`src/rtl/adc_dac_seq.sv`:
```
// Round-robin SAR sequencer for the 4-channel shared ADC/DAC analog macro.
// Optional continuous rescan is enabled by defining ADC_AUTOSCAN_EN (adds cfg_auto).
module adc_dac_seq #(
   parameter int unsigned SAMPLE_CYC = 8,
   parameter int unsigned SETTLE_CYC = 4
) (
   input  logic       mclk,
   input  logic       reset,
`ifdef ADC_AUTOSCAN_EN
   input  logic       cfg_auto,
`endif
   input  logic [3:0] cfg_sel,
   input  logic [7:0] cfg_dac0,
   input  logic [7:0] cfg_dac1,
   input  logic [7:0] cfg_dac2,
   input  logic [7:0] cfg_dac3,
   input  logic [3:0] conv_req,
   output logic       conv_busy,
   output logic [3:0] conv_done,
   output logic [7:0] adc_data0,
   output logic [7:0] adc_data1,
   output logic [7:0] adc_data2,
   output logic [7:0] adc_data3,
   output logic [7:0] dac_din0,
   output logic [7:0] dac_din1,
   output logic [7:0] dac_din2,
   output logic [7:0] dac_din3,
   output logic [3:0] adc_sample,
   input  logic [3:0] adc_result,
   output logic [3:0] adc_sel
);

   localparam int unsigned CNT_MAX = (SAMPLE_CYC > SETTLE_CYC) ? SAMPLE_CYC : SETTLE_CYC;
   localparam int unsigned CW      = $clog2(CNT_MAX + 1);

   typedef enum logic [1:0] {IDLE, SAMPLE, TRIAL, DONE} state_t;

   state_t        state;
   logic [1:0]    ch;
   logic [1:0]    rr;
   logic [3:0]    pending;
   logic [CW-1:0] cnt;
   logic [2:0]    bitn;
   logic [7:0]    sar;
   logic [3:0]    sync1;
   logic [3:0]    sync2;
   logic [7:0]    din_q  [4];
   logic [7:0]    data_q [4];
   logic [7:0]    cfg_dac [4];

   logic [3:0]    req_eff;
   logic [3:0]    req_new;
   logic [1:0]    pick;
   logic          pick_valid;
   logic [1:0]    idx;
   logic [7:0]    trial_bit;
   logic [7:0]    kept_sar;

   assign cfg_dac[0] = cfg_dac0;
   assign cfg_dac[1] = cfg_dac1;
   assign cfg_dac[2] = cfg_dac2;
   assign cfg_dac[3] = cfg_dac3;

   assign dac_din0  = din_q[0];
   assign dac_din1  = din_q[1];
   assign dac_din2  = din_q[2];
   assign dac_din3  = din_q[3];
   assign adc_data0 = data_q[0];
   assign adc_data1 = data_q[1];
   assign adc_data2 = data_q[2];
   assign adc_data3 = data_q[3];

   assign req_new = conv_req & cfg_sel;
`ifdef ADC_AUTOSCAN_EN
   assign req_eff = pending | (cfg_auto ? cfg_sel : 4'b0000);
`else
   assign req_eff = pending;
`endif

   assign trial_bit = 8'(1) << bitn;
   assign kept_sar  = sync2[ch] ? (sar | trial_bit) : sar;

   // Search rr+1, rr+2, rr+3, rr (mod 4); the lowest offset wins.
   always_comb begin
      pick       = 2'd0;
      pick_valid = 1'b0;
      idx        = 2'd0;
      for (int i = 4; i >= 1; i--) begin
         idx = rr + 2'(i);
         if (req_eff[idx]) begin
            pick       = idx;
            pick_valid = 1'b1;
         end
      end
   end

   always_ff @(posedge mclk) begin
      if (reset) begin
         state      <= IDLE;
         ch         <= 2'd0;
         rr         <= 2'd0;
         pending    <= 4'b0000;
         cnt        <= '0;
         bitn       <= 3'd0;
         sar        <= 8'h00;
         sync1      <= 4'b0000;
         sync2      <= 4'b0000;
         conv_busy  <= 1'b0;
         conv_done  <= 4'b0000;
         adc_sample <= 4'b0000;
         adc_sel    <= 4'b0000;
         for (int n = 0; n < 4; n++) begin
            din_q[n]  <= 8'h00;
            data_q[n] <= 8'h00;
         end
      end else begin
         sync1     <= adc_result;
         sync2     <= sync1;
         adc_sel   <= cfg_sel;
         conv_done <= 4'b0000;
         pending   <= pending | req_new;
         // Idle ADC channels park at 0, DAC channels follow their config code.
         for (int n = 0; n < 4; n++) begin
            din_q[n] <= cfg_sel[n] ? 8'h00 : cfg_dac[n];
         end

         case (state)
            IDLE: begin
               if (pick_valid) begin
                  ch         <= pick;
                  rr         <= pick;
                  pending    <= (pending & ~(4'(1) << pick)) | req_new;
                  adc_sample <= 4'(1) << pick;
                  conv_busy  <= 1'b1;
                  cnt        <= '0;
                  state      <= SAMPLE;
               end
            end
            SAMPLE, TRIAL: begin
               if (!cfg_sel[ch]) begin
                  // Channel switched back to DAC mode: abandon without a result.
                  state      <= IDLE;
                  conv_busy  <= 1'b0;
                  adc_sample <= 4'b0000;
                  pending    <= (pending | req_new) & ~(4'(1) << ch);
               end else if (state == SAMPLE) begin
                  if (cnt == CW'(SAMPLE_CYC - 1)) begin
                     state      <= TRIAL;
                     adc_sample <= 4'b0000;
                     sar        <= 8'h00;
                     bitn       <= 3'd7;
                     cnt        <= '0;
                     din_q[ch]  <= 8'h80;
                  end else begin
                     cnt <= cnt + CW'(1);
                  end
               end else begin
                  if (cnt == CW'(SETTLE_CYC - 1)) begin
                     sar <= kept_sar;
                     cnt <= '0;
                     if (bitn == 3'd0) begin
                        state      <= DONE;
                        conv_done  <= 4'(1) << ch;
                        data_q[ch] <= kept_sar;
                     end else begin
                        bitn      <= bitn - 3'd1;
                        din_q[ch] <= kept_sar | (8'(1) << (bitn - 3'd1));
                     end
                  end else begin
                     cnt       <= cnt + CW'(1);
                     din_q[ch] <= sar | trial_bit;
                  end
               end
            end
            DONE: begin
               state     <= IDLE;
               conv_busy <= 1'b0;
            end
            default: state <= IDLE;
         endcase
      end
   end

endmodule

```
`config.mk`:
```
export PLATFORM = sky130hd
export DESIGN_NAME = adc_dac_seq
export DESIGN_NICKNAME = d
export VERILOG_FILES = /design/src/rtl/adc_dac_seq.sv
export SDC_FILE = /design/constraint.sdc
export NUM_CORES = 1
export LEC_CHECK = 0
export ABC_CLOCK_PERIOD_IN_PS = 2850
export CORE_ASPECT_RATIO = 1.5
export CORE_UTILIZATION = 30
export CTS_BUF_LIST = sky130_fd_sc_hd__clkbuf_2
export DETAILED_ROUTE_END_ITERATION = 7
export PLACE_DENSITY = 0.55
export SLEW_MARGIN = 20
export SYNTH_ARGS = -nofsm -noshare
export SYNTH_HDL_FRONTEND = slang
export SYNTH_SLANG_ARGS = --single-unit
```
`constraint.sdc`:
```
create_clock -name mclk -period 2.85 [get_ports mclk]
set_input_delay 0.285 -clock mclk [delete_from_list [all_inputs] [get_ports mclk]]
set_output_delay 0.285 -clock mclk [all_outputs]
set_load 0.02 [all_outputs]
```
Yosys cells after proc, flatten, opt, wreduce, memory -nomap -nowiden
Memories as Yosys holds them, arrays and structs flattened.
Cells that the tools add are included.
{"block": "word_totals", "regBits": 44, "ram_bits": 64, "output_inout_bits": 77, "elab_cells": 169, "memories": 2}
{"memory": "data_q", "words": 4, "width": 8, "rd": 4, "rd_ports_with_merged_regs": 0, "wr": 4, "line": "48", "text": "logic [7:0] data_q [4];"}
{"memory": "din_q", "words": 4, "width": 8, "rd": 4, "rd_ports_with_merged_regs": 0, "wr": 5, "line": "47", "text": "logic [7:0] din_q [4];"}
{"block": "classes", "n_addsub": 5, "magnitude_cmp": 4, "n_eq_ne": 15, "shifts": 4, "n_mux": 94, "n_bitwise": 19, "n_reduce_logical": 14}
{"operator": "8-bit 2-to-1 mux", "count": 15}
{"operator": "4-bit 2-to-1 mux", "count": 11}
{"operator": "1-bit 2-to-1 mux", "count": 42}
{"operator": "4-bit case mux with 2 select lines", "count": 3}
{"operator": "2-bit 2-to-1 mux", "count": 11}
{"operator": "8-bit OR", "count": 2}
{"operator": "1-bit by 3-bit << shifter with 8-bit output, first input constant", "count": 2}
{"operator": "4-bit AND", "count": 3}
{"operator": "1-bit binary-select mux with 2-bit select", "count": 6}
{"operator": "2-bit by 3-bit < comparator with 1-bit output, second input constant", "count": 4}
{"operator": "3-bit 2-to-1 mux", "count": 4}
{"operator": "4-bit != test, second input constant", "count": 3}
{"operator": "4-bit AND reduction", "count": 3}
{"operator": "2-bit != test, second input constant", "count": 4}
{"operator": "4-bit inverter", "count": 2}
{"operator": "4-bit OR", "count": 2}
{"operator": "8-bit OR reduction", "count": 1}
{"operator": "1-bit by 2-bit << shifter with 4-bit output, first input constant", "count": 2}
{"operator": "3-bit != test, second input constant", "count": 2}
{"operator": "1-bit OR", "count": 6}
{"operator": "2-bit case mux with 3 select lines", "count": 1}
{"operator": "6-bit OR reduction", "count": 1}
{"operator": "5-bit AND reduction", "count": 1}
{"operator": "2-bit adder, second input constant", "count": 2}
{"operator": "16 further kinds", "count": 22}

Depth between registers and ports, before layout
Gate-level depths: netlist (run 1).
{"block": "depth", "depth_word": 12, "mapped_depth": 9, "ltp_nobuf": 7}

Worst setup path before layout (run 1)
No wires, ideal clock.
{"block": "synth_path", "path_kind": "register to register", "startpoint": "register rr[1]", "endpoint": "register adc_sample[1]", "setup_time_ns": 0.117, "t_arrival_ns": 2.160, "required_time_ns": 2.733, "slack_ns": 0.573, "path_stages_with_launch": 10, "synth_period_minus_slack_ns": 2.277, "path_cell_list": "dfxtp_1 -> clkbuf_1 -> buf_2 -> inv_1 -> ha_1 -> nand2b_1 -> a211oi_1 -> a211oi_1 -> nor2_1 -> a22o_1"}
{"block": "synth_between", "elab_chain_len": 9}
{"item": "from (decl)", "line": "40", "text": "logic [1:0] rr;"}
{"item": "from (signal assigned)", "line": "131", "text": "rr <= pick;"}
{"item": "2-bit adder / 1-bit binary-select mux with 2-bit select (equally long branches)", "line": "89, 90"}
{"item": "1-bit binary-select mux with 2-bit select / 1-bit 2-to-1 mux (equally long branches)", "line": "90", "text": "if (req_eff[idx]) begin"}
{"item": "1-bit 2-to-1 mux (not written as such) / 2-bit 2-to-1 mux (equally long branches)", "line": "90"}
{"item": "2-bit 2-to-1 mux (3 in a row)", "line": "90"}
{"item": "1-bit by 2-bit << shifter with 4-bit output", "line": "133", "text": "adc_sample <= 4'(1) << pick;"}
{"item": "4-bit 2-to-1 mux", "line": "129", "text": "if (pick_valid) begin"}
{"item": "4-bit case mux with 2 select lines", "line": "127", "text": "case (state)"}
{"item": "to (signal assigned)", "line": "133"}
{"item": "to (decl)", "line": "28", "text": "output logic [3:0] adc_sample,"}
Parallel ways exist; a longest one is shown, timed or not. The select of a mux whose other input is x is not followed.
A chain may end at the register's enable or synchronous reset.

==> impl_metrics.yaml, run 1 <==
clock_tree:
  cts_hold_buffers: 0
  cts_root_buffer: "clkbuf_2"
  clock_path_buffers: 2
  clkLatencyLatePin_ns: 0.60
  cts_buffers: 9
  clkTransAtPathRegs_ns: 0.30
  post_cts_buffers: 0
  clock-sinks: 108
  htree_num_levels: 3
  cts_resized: 0
  tritoncts: "built"
logic_synthesis:
  yosys_warnings: 0
  synth_edf_count: 32
  synth_nets: 538
  yosysUniqueCellTypes: 52
  synthesis.area_sq_um: 4756
  ys_seq_elements: 108
  ys_seq_area_share_pct: 52.20
  avgSynthCellArea_sq_um: 9.970
  ys_async_sr_fraction_pct: 0
  synthFlopType: "dfxtp_1"
  syn-instance-count: 477
timing:
  rsz0062_at_grt: "false"
  worstMarginPinSlew_ns: 0.6360
  setup_slack_ns: 0.3348
  clock_skew_ns: 0.04036
  whs_ns: 0.1967
  report.final.slew_viol_count: 0
  finalHoldViolations: 0
  setup_tns_ns: 0
  fin_crit_sh_pct: 88.25
  slew_headroom_pct: 57.44
  fin_crit_ns: 2.515
  finalSetupViolCount: 0
  fmax_mhz: 397.6
die:
  ios: 123
  row_count: 56
  die_x_microns: 104.8
  design.core.area_sq_um: 15550
  die-area_sq_um: 16370
  die_y_microns: 156.2
  start_util_pct: 30.57
job:
  cap_violations: 0
critical_path:
  critPathLaunchType: "register"
  worstSetupPathType: "reg2reg"
  cp.arrival_ns: 3.00
  worstSetupEndpointType: "register"
  cp.required_ns: 3.34
  crit_fanout: 9
pwr:
  vdd.ir_drop.worst_uv: 387.0
  power_density_nw_per_um2: 644.1
  p_leak_uw: 0.002353
drt:
  final_antenna_net_count: 0
  drt_iter0_markers: 160
  first_pass_iters: 4
  drc: 0
  num_vias: 4053
  finalWirelength_microns: 13540
  viasPerCell: 4.991
  routedWlPerCell_microns: 16.67
final_layout:
  syn_to_final_growth_pct: 34.36
  drive_above_1_share_pct: 9.375
  nets: 664
  final_area_sq_um: 6390
  layout_commonest_cell: "clkdlybuf4s50_1"
  post-route-util_pct: 41.08
  layout.cells.most_common_list: "122 x clkdlybuf4s50_1, 76 x dfxtp_1, 68 x nor2_1"
global_route:
  grt_pass1_vias: 3949
  grt_max_degree: 36
  grt_use_total_pct: 16.76
  grt_pass1_wl_microns: 21140
  antenna_found_initial: 1
  overflow: 0
placed_design:
  dp_slack_ns: 0.2304
  dpl_cell_area_sq_um: 6257
  hpwlAfterDp_microns: 10310
  gp_congestion: 0.8612
  port_buffers: 122
status:
  status: "finished clean"
min_path:
  hp-class: "in2reg"
## registers in the layout, indices dropped and copies added (netlist names), 3 cells and up
register,count
adc_sel,4
sar,8
conv_done,4
cnt,4
adc_sample,4
bitn,3
pending,4
sync2,4
din_q,32
sync1,4
data_q,32
## final cells by class
type	count	area [sq um]
multi-input combinational	330	2112
clock inverter	7	85.08
sequential	108	2482
clock buffer	9	45.04
tap	203	254.0
timing repair buffer	140	1356
inverter	14	52.55
fill	1548	9165
antenna	1	2.502
## cell families (layout without fill, tap and decap cells)
family | Yosys count | count (layout) | synth area share [%]
flip-flops | 108 | 108 | 52.20
other | 0 | 1 | 0
multiplexers | 12 | 12 | 3.104
XOR/XNOR | 1 | 1 | 0.1842
AND/OR/NAND/NOR | 182 | 182 | 18.05
buffers and inverters | 39 | 170 | 3.394
AO/OA/AOI/OAI | 120 | 120 | 19.13
adder cells (fa/ha/maj) | 15 | 15 | 3.946
## power breakdown
part / internal (uW) / total, uW / switching, uW
registers: 1720 / 1840 / 121
clock network: 228 / 780 / 551
logic: 596 / 1500 / 904
total: 2540 / 4120 / 1580
## worst max-delay path: stages (launching register included)
cell and delay [ns]:
dfxtp_1 0.67, mux4_2 0.74, a31oi_4 0.36, o2111ai_1 0.20
a21oi_2 0.30, a22oi_1 0.13
## final timing paths
check | start | endpoint | slack, ns | cells after the start
hold reg to reg | sync1[1] | sync2[1] | 0.47 | 1
hold / removal | adc_result[1] | sync1[1] | 0.20 | 2
setup / recovery | rr[0] | din_q[1][6] | 0.33 | 5
setup reg to reg | rr[0] | din_q[1][6] | 0.33 | 5
## through the flow
step	total power, uW	instances
finish	4116	812
CTS	4154	811
global placement	3352	795
detailed placement	3367	795
floorplan	2806	477
global route	4361	812
## layer usage
metal	wire, microns	global-route usage (%)
met3	450	2.339
met5	0	0
met1	5212	18.87
met2	7497	31.03
met4	380	7.780
## Yosys cell counts, drive strengths merged (2+ instances only)
master / instances / area, sq um
dfxtp: 76 / 1521
nor2: 68 / 255.2
nand2: 48 / 180.2
a21oi: 35 / 197.7
edfxtp: 32 / 960.9
a22oi: 31 / 232.7
clkbuf: 18 / 67.56
nor2b: 18 / 112.6
ha: 15 / 187.7
inv: 13 / 48.80
nand3: 11 / 65.06
nor3: 11 / 66.32
a211oi: 10 / 75.07
a31oi: 10 / 126.4
o21ai: 9 / 45.04
mux2i: 8 / 80.08
buf: 7 / 41.29
and2: 6 / 37.54
nand2b: 6 / 37.54
nand4: 6 / 37.54
a32o: 4 / 40.04
nand4b: 3 / 26.28
o2111ai: 3 / 26.28
a22o: 2 / 17.52
a311oi: 2 / 17.52
a31o: 2 / 17.52
and3b: 2 / 17.52
mux2: 2 / 22.52
mux4: 2 / 45.04
o21a: 2 / 15.01
o2bb2ai: 2 / 17.52
(Power assumes the default switching activity.)
==> run 2, diff against run 1 <==
--- a/config.mk
+++ b/config.mk
@@ -10,7 +10,9 @@
 export CORE_UTILIZATION = 30
 export CTS_BUF_LIST = sky130_fd_sc_hd__clkbuf_2
 export DETAILED_ROUTE_END_ITERATION = 7
-export PLACE_DENSITY = 0.55
+export DONT_BUFFER_PORTS = 1
+export PLACE_DENSITY = 0.45
+export RECOVER_POWER = 50
 export SLEW_MARGIN = 20
 export SYNTH_ARGS = -nofsm -noshare
 export SYNTH_HDL_FRONTEND = slang
==> run 2 against run 1 <==
  * Cell count fell by 9.7%
  * Utilization fell by 5.1 points
  * Count of clock-buffer cells in the layout rose by 1
  * Critical path depth rose by 1
  * Maximum frequency fell by 3.4%
  * Worst setup slack got worse by 0.089 ns
==> impl_metrics.yaml, run 2 (synthesized netlist as in run 1, its figures left out) <==
die:
  design.core.area_sq_um: 15550
  ios: 123
  die_y_microns: 156.2
  die_x_microns: 104.8
  row_count: 56
  start_util_pct: 30.57
  die-area_sq_um: 16370
final_layout:
  fillers: 1581
  largestRegisters: "data_q x32, din_q x32, sar x8"
  syn_to_final_growth_pct: 17.57
  drive_above_1_share_pct: 9.641
  layout.cells.most_common_list: "76 x dfxtp_1, 68 x nor2_1, 48 x nand2_1"
  post-route-util_pct: 35.95
  nets: 585
  layout_commonest_cell: "dfxtp_1"
pwr:
  p_leak_uw: 0.002063
  power_density_nw_per_um2: 695.6
  fin_total_pwr_uw: 3890
  vdd.ir_drop.worst_uv: 309.8
clock_tree:
  clock-sinks: 108
  post_cts_buffers: 0
  tritoncts: "built"
  cts_buffers: 9
  htree_num_levels: 3
  cts_resized: 0
  clkTransAtPathRegs_ns: 0.32
  cts_hold_buffers: 47
  cts_root_buffer: "clkbuf_2"
  clkLatencyLatePin_ns: 0.61
  clock_path_buffers: 2
drt:
  first_pass_iters: 4
  final_antenna_net_count: 0
  viasPerCell: 5.143
  drt_iter0_markers: 200
  num_vias: 3770
  drc: 0
  finalWirelength_microns: 13970
  routedWlPerCell_microns: 19.06
timing:
  fin_crit_sh_pct: 91.39
  finalSetupViolCount: 0
  worstMarginPinSlew_ns: 0.6376
  clock_skew_ns: 0.03655
  setup_tns_ns: 0
  report.final.slew_viol_count: 0
  finalHoldViolations: 0
  rsz0062_at_grt: "false"
  slew_headroom_pct: 57.43
  fmax_mhz: 383.9
  fin_crit_ns: 2.605
critical_path:
  reg2reg_slack_ns: 0.25
  setup.worst_path.start: "rr[0]"
  critPathLaunchType: "register"
  crit_fanout: 9
  ff2ff_path_depth: 6
  cp.arrival_ns: 3.16
  crit_end: "state[0]"
  worstSetupEndpointType: "register"
  cp.required_ns: 3.40
  r2r_end: "state[0]"
  worstSetupPathType: "reg2reg"
  r2r_start: "rr[0]"
global_route:
  overflow: 0
  grt_pass1_wl_microns: 21460
  grt_pass1_vias: 3767
  grt_max_degree: 44
  antenna_found_initial: 1
  grt_use_total_pct: 17.18
placed_design:
  port_buffers: 0
  gp_congestion: 0.8371
  hpwlAfterDp_microns: 10120
job:
  cap_violations: 0
min_path:
  hp-class: "in2reg"
status:
  status: "finished clean"
-- run 2: how the worst min path moves through the flow --
stage                from           end  slack, ns  cells past startpoint
4_1_cts             reset  data_q[2][6]       0.11                      1
6_report            reset  data_q[2][5]       0.15                      1
5_1_grt             reset  data_q[2][4]       0.13                      1
2_1_floorplan  cfg_sel[0]    adc_sel[0]       0.41                      1
3_3_place_gp        reset    adc_sel[2]       0.37                      1
3_5_place_dp        reset    adc_sel[1]       0.37                      1
-- run 2: cell type report --
type                       instances  area (sq um)  share of cell area [%]
sequential                       108          2482                   44.39
antenna                            1         2.502                 0.04475
multi-input combinational        330          2112                   37.77
clock buffer                      10         50.05                  0.8951
clock inverter                     6         56.30                   1.007
timing repair buffer              61         581.8                   10.41
inverter                          14         52.55                  0.9398
tap                              203         254.0                   4.542
-- run 2: metrics by stage --
step | hold slack [ns] | std cells | setup slack (ns) | cell area [sq um]
global route | 0.1309 | 733 | 0.06399 | 5592
floorplan | 0.4132 | 477 | 0.5733 | 4756
detailed placement | 0.3702 | 669 | 0.3343 | 5006
global placement | 0.3656 | 669 | 0.3490 | 5006
CTS | 0.1055 | 732 | 0.2329 | 5593
finish | 0.1492 | 733 | 0.2453 | 5592
-- run 2: where the power goes --
| group | total [uW] | leakage, uW | switching, uW | internal, uW |
|---|---|---|---|---|
| Clock | 702 | 0.0000666 | 562 | 140 |
| Sequential | 1960 | 0.000953 | 240 | 1720 |
| Combinational | 1230 | 0.00104 | 784 | 445 |
| Total | 3890 | 0.00206 | 1590 | 2300 |
-- run 2: critical path: stages (launching register included) --
cell           delay, ns
dfxtp_1             0.61
mux4_2              0.69
nand3_1             0.17
o221ai_1            0.18
a211oi_1            0.28
a211oi_1            0.07
dlygate4sd3_1       0.56
-- run 2: metal layers --
metal | vias up | share of wire [%] | GRT usage [%]
met5 | - | 0 | 0
met4 | 0 | 3.5 | 8.987
met3 | 28 | 4.7 | 2.840
met2 | 125 | 53 | 31.13
met1 | 1806 | 38 | 19.22
li1 | 1811 | - | -
==> run 3, diff against run 2 <==
--- a/config.mk
+++ b/config.mk
@@ -5,7 +5,7 @@
 export SDC_FILE = /design/constraint.sdc
 export NUM_CORES = 1
 export LEC_CHECK = 0
-export ABC_CLOCK_PERIOD_IN_PS = 2850
+export ABC_CLOCK_PERIOD_IN_PS = 2710
 export CORE_ASPECT_RATIO = 1.5
 export CORE_UTILIZATION = 30
 export CTS_BUF_LIST = sky130_fd_sc_hd__clkbuf_2
==> constraint.sdc (replaced) <==
create_clock -name mclk -period 2.71 [get_ports mclk]
set_input_delay 0.271 -clock mclk [delete_from_list [all_inputs] [get_ports mclk]]
set_output_delay 0.271 -clock mclk [all_outputs]
set_load 0.02 [all_outputs]
==> run 3 against run 2 <==
  * Clock skew about the same
  * Critical endpoint is now pending[0]
  * Sequential share of layout area down 0.53 points
  * Die area unchanged
  * Utilization up 0.43 points
==> impl_metrics.yaml, run 3 (synthesized netlist as in run 1, its figures left out) <==
die:
  die-area_sq_um: 16370
  die_x_microns: 104.8
  ios: 123
  start_util_pct: 30.57
  die_y_microns: 156.2
  design.core.area_sq_um: 15550
  row_count: 56
global_route:
  grt_use_total_pct: 16.95
  grt_pass1_vias: 3753
  grt_max_degree: 45
  antenna_found_initial: 1
  overflow: 0
  grt_pass1_wl_microns: 21180
final_layout:
  layout_commonest_cell: "dfxtp_1"
  post-route-util_pct: 36.38
  layout.cells.most_common_list: "76 x dfxtp_1, 68 x nor2_1, 48 x nand2_1"
  syn_to_final_growth_pct: 19.00
  drive_above_1_share_pct: 10.43
  final_area_sq_um: 5659
  largestRegisters: "data_q x32, din_q x32, sar x8"
  nets: 593
clock_tree:
  clock-sinks: 108
  htree_num_levels: 3
  post_cts_buffers: 0
  cts_buffers: 9
  clkLatencyLatePin_ns: 0.63
  tritoncts: "built"
  clkTransAtPathRegs_ns: 0.33
  cts_root_buffer: "clkbuf_2"
  clock_path_buffers: 2
drt:
  drc: 0
  finalWirelength_microns: 14170
  routedWlPerCell_microns: 19.12
  first_pass_iters: 6
  num_vias: 3906
  final_antenna_net_count: 0
  drt_iter0_markers: 207
  viasPerCell: 5.271
timing:
  whs_ns: 0.1256
  finalHoldViolations: 0
  clock_skew_ns: 0.03673
  finalSetupViolCount: 0
  setup_tns_ns: 0
  slew_headroom_pct: 60.76
  report.final.slew_viol_count: 0
  fmax_mhz: 398.4
  fin_crit_ns: 2.510
  worstMarginPinSlew_ns: 0.5886
  rsz0062_at_grt: "false"
  fin_crit_sh_pct: 92.62
placed_design:
  gp_congestion: 0.7868
  dpl_cell_area_sq_um: 5066
  port_buffers: 0
  hpwlAfterDp_microns: 10240
critical_path:
  critPathLaunchType: "register"
  cp.required_ns: 3.23
  cp.arrival_ns: 3.03
  worstSetupEndpointType: "register"
  crit_fanout: 8
  worstSetupPathType: "reg2reg"
  reg2reg_slack_ns: 0.20
status:
  status: "finished clean"
pwr:
  p_leak_uw: 0.002101
  vdd.ir_drop.worst_uv: 238.8
  fin_total_pwr_uw: 4210
  power_density_nw_per_um2: 744.0
min_path:
  hp-class: "in2reg"
job:
  cap_violations: 0
[run 3: report_power, final]
| part | switching [uW] | leakage [uW] | internal (uW) | total (uW) |
|---|---|---|---|---|
| logic | 838 | 0.00107 | 483 | 1320 |
| clock network | 610 | 0.0000813 | 242 | 852 |
| registers | 229 | 0.000953 | 1810 | 2040 |
[run 3: critical path, stage by stage (launching register included)]
cell,delay [ns]
dfxtp_1,0.50
clkbuf_1,0.23
inv_2,0.16
ha_1,0.40
o21bai_1,0.20
a22oi_1,0.16
o21ai_0,0.15
mux2i_1,0.45
a31oi_1,0.16
[run 3: repair_timing]
item | in CTS | in global routing
hold buffers | 47 | 0
endpoints found under the hold margin | 73 | 0
resized for setup | 0 | 0
[run 3: path summary, 6_finish.rpt]
check,from,to,depth (start not counted)
worst max-delay path,rr[0],pending[0],8
worst min-delay path,reset,data_q[2][0],1
worst max register to register,rr[0],pending[0],8
worst min register to register,sync1[1],sync2[1],1
[run 3: cell type report]
class | instances | area [sq um]
flip-flops and latches | 108 | 2482
diodes | 1 | 2.502
repair buffers | 69 | 623.1
fillers | 1592 | 9896
multi-input cells | 330 | 2112
inverters | 14 | 52.55
well taps | 203 | 254.0
clock inverters | 7 | 87.58
clock buffers | 9 | 45.04
[run 3: per-stage QoR]
stage               std cells  worst slack (ns)
global route              741           0.01681
CTS                       740            0.1559
floorplan                 477            0.4333
finish                    741            0.2001
detailed placement        677            0.2474
global placement          677            0.2628
[run 3: per-layer routing]
metal / vias to the layer above / GRT usage (%) / part of all wire (%)
li1: 1830 / - / -
met2: 158 / 30.87 / 53
met4: 0 / 7.176 / 3.4
met3: 29 / 3.091 / 4.6
met1: 1889 / 19.31 / 39
met5: - / 0 / 0
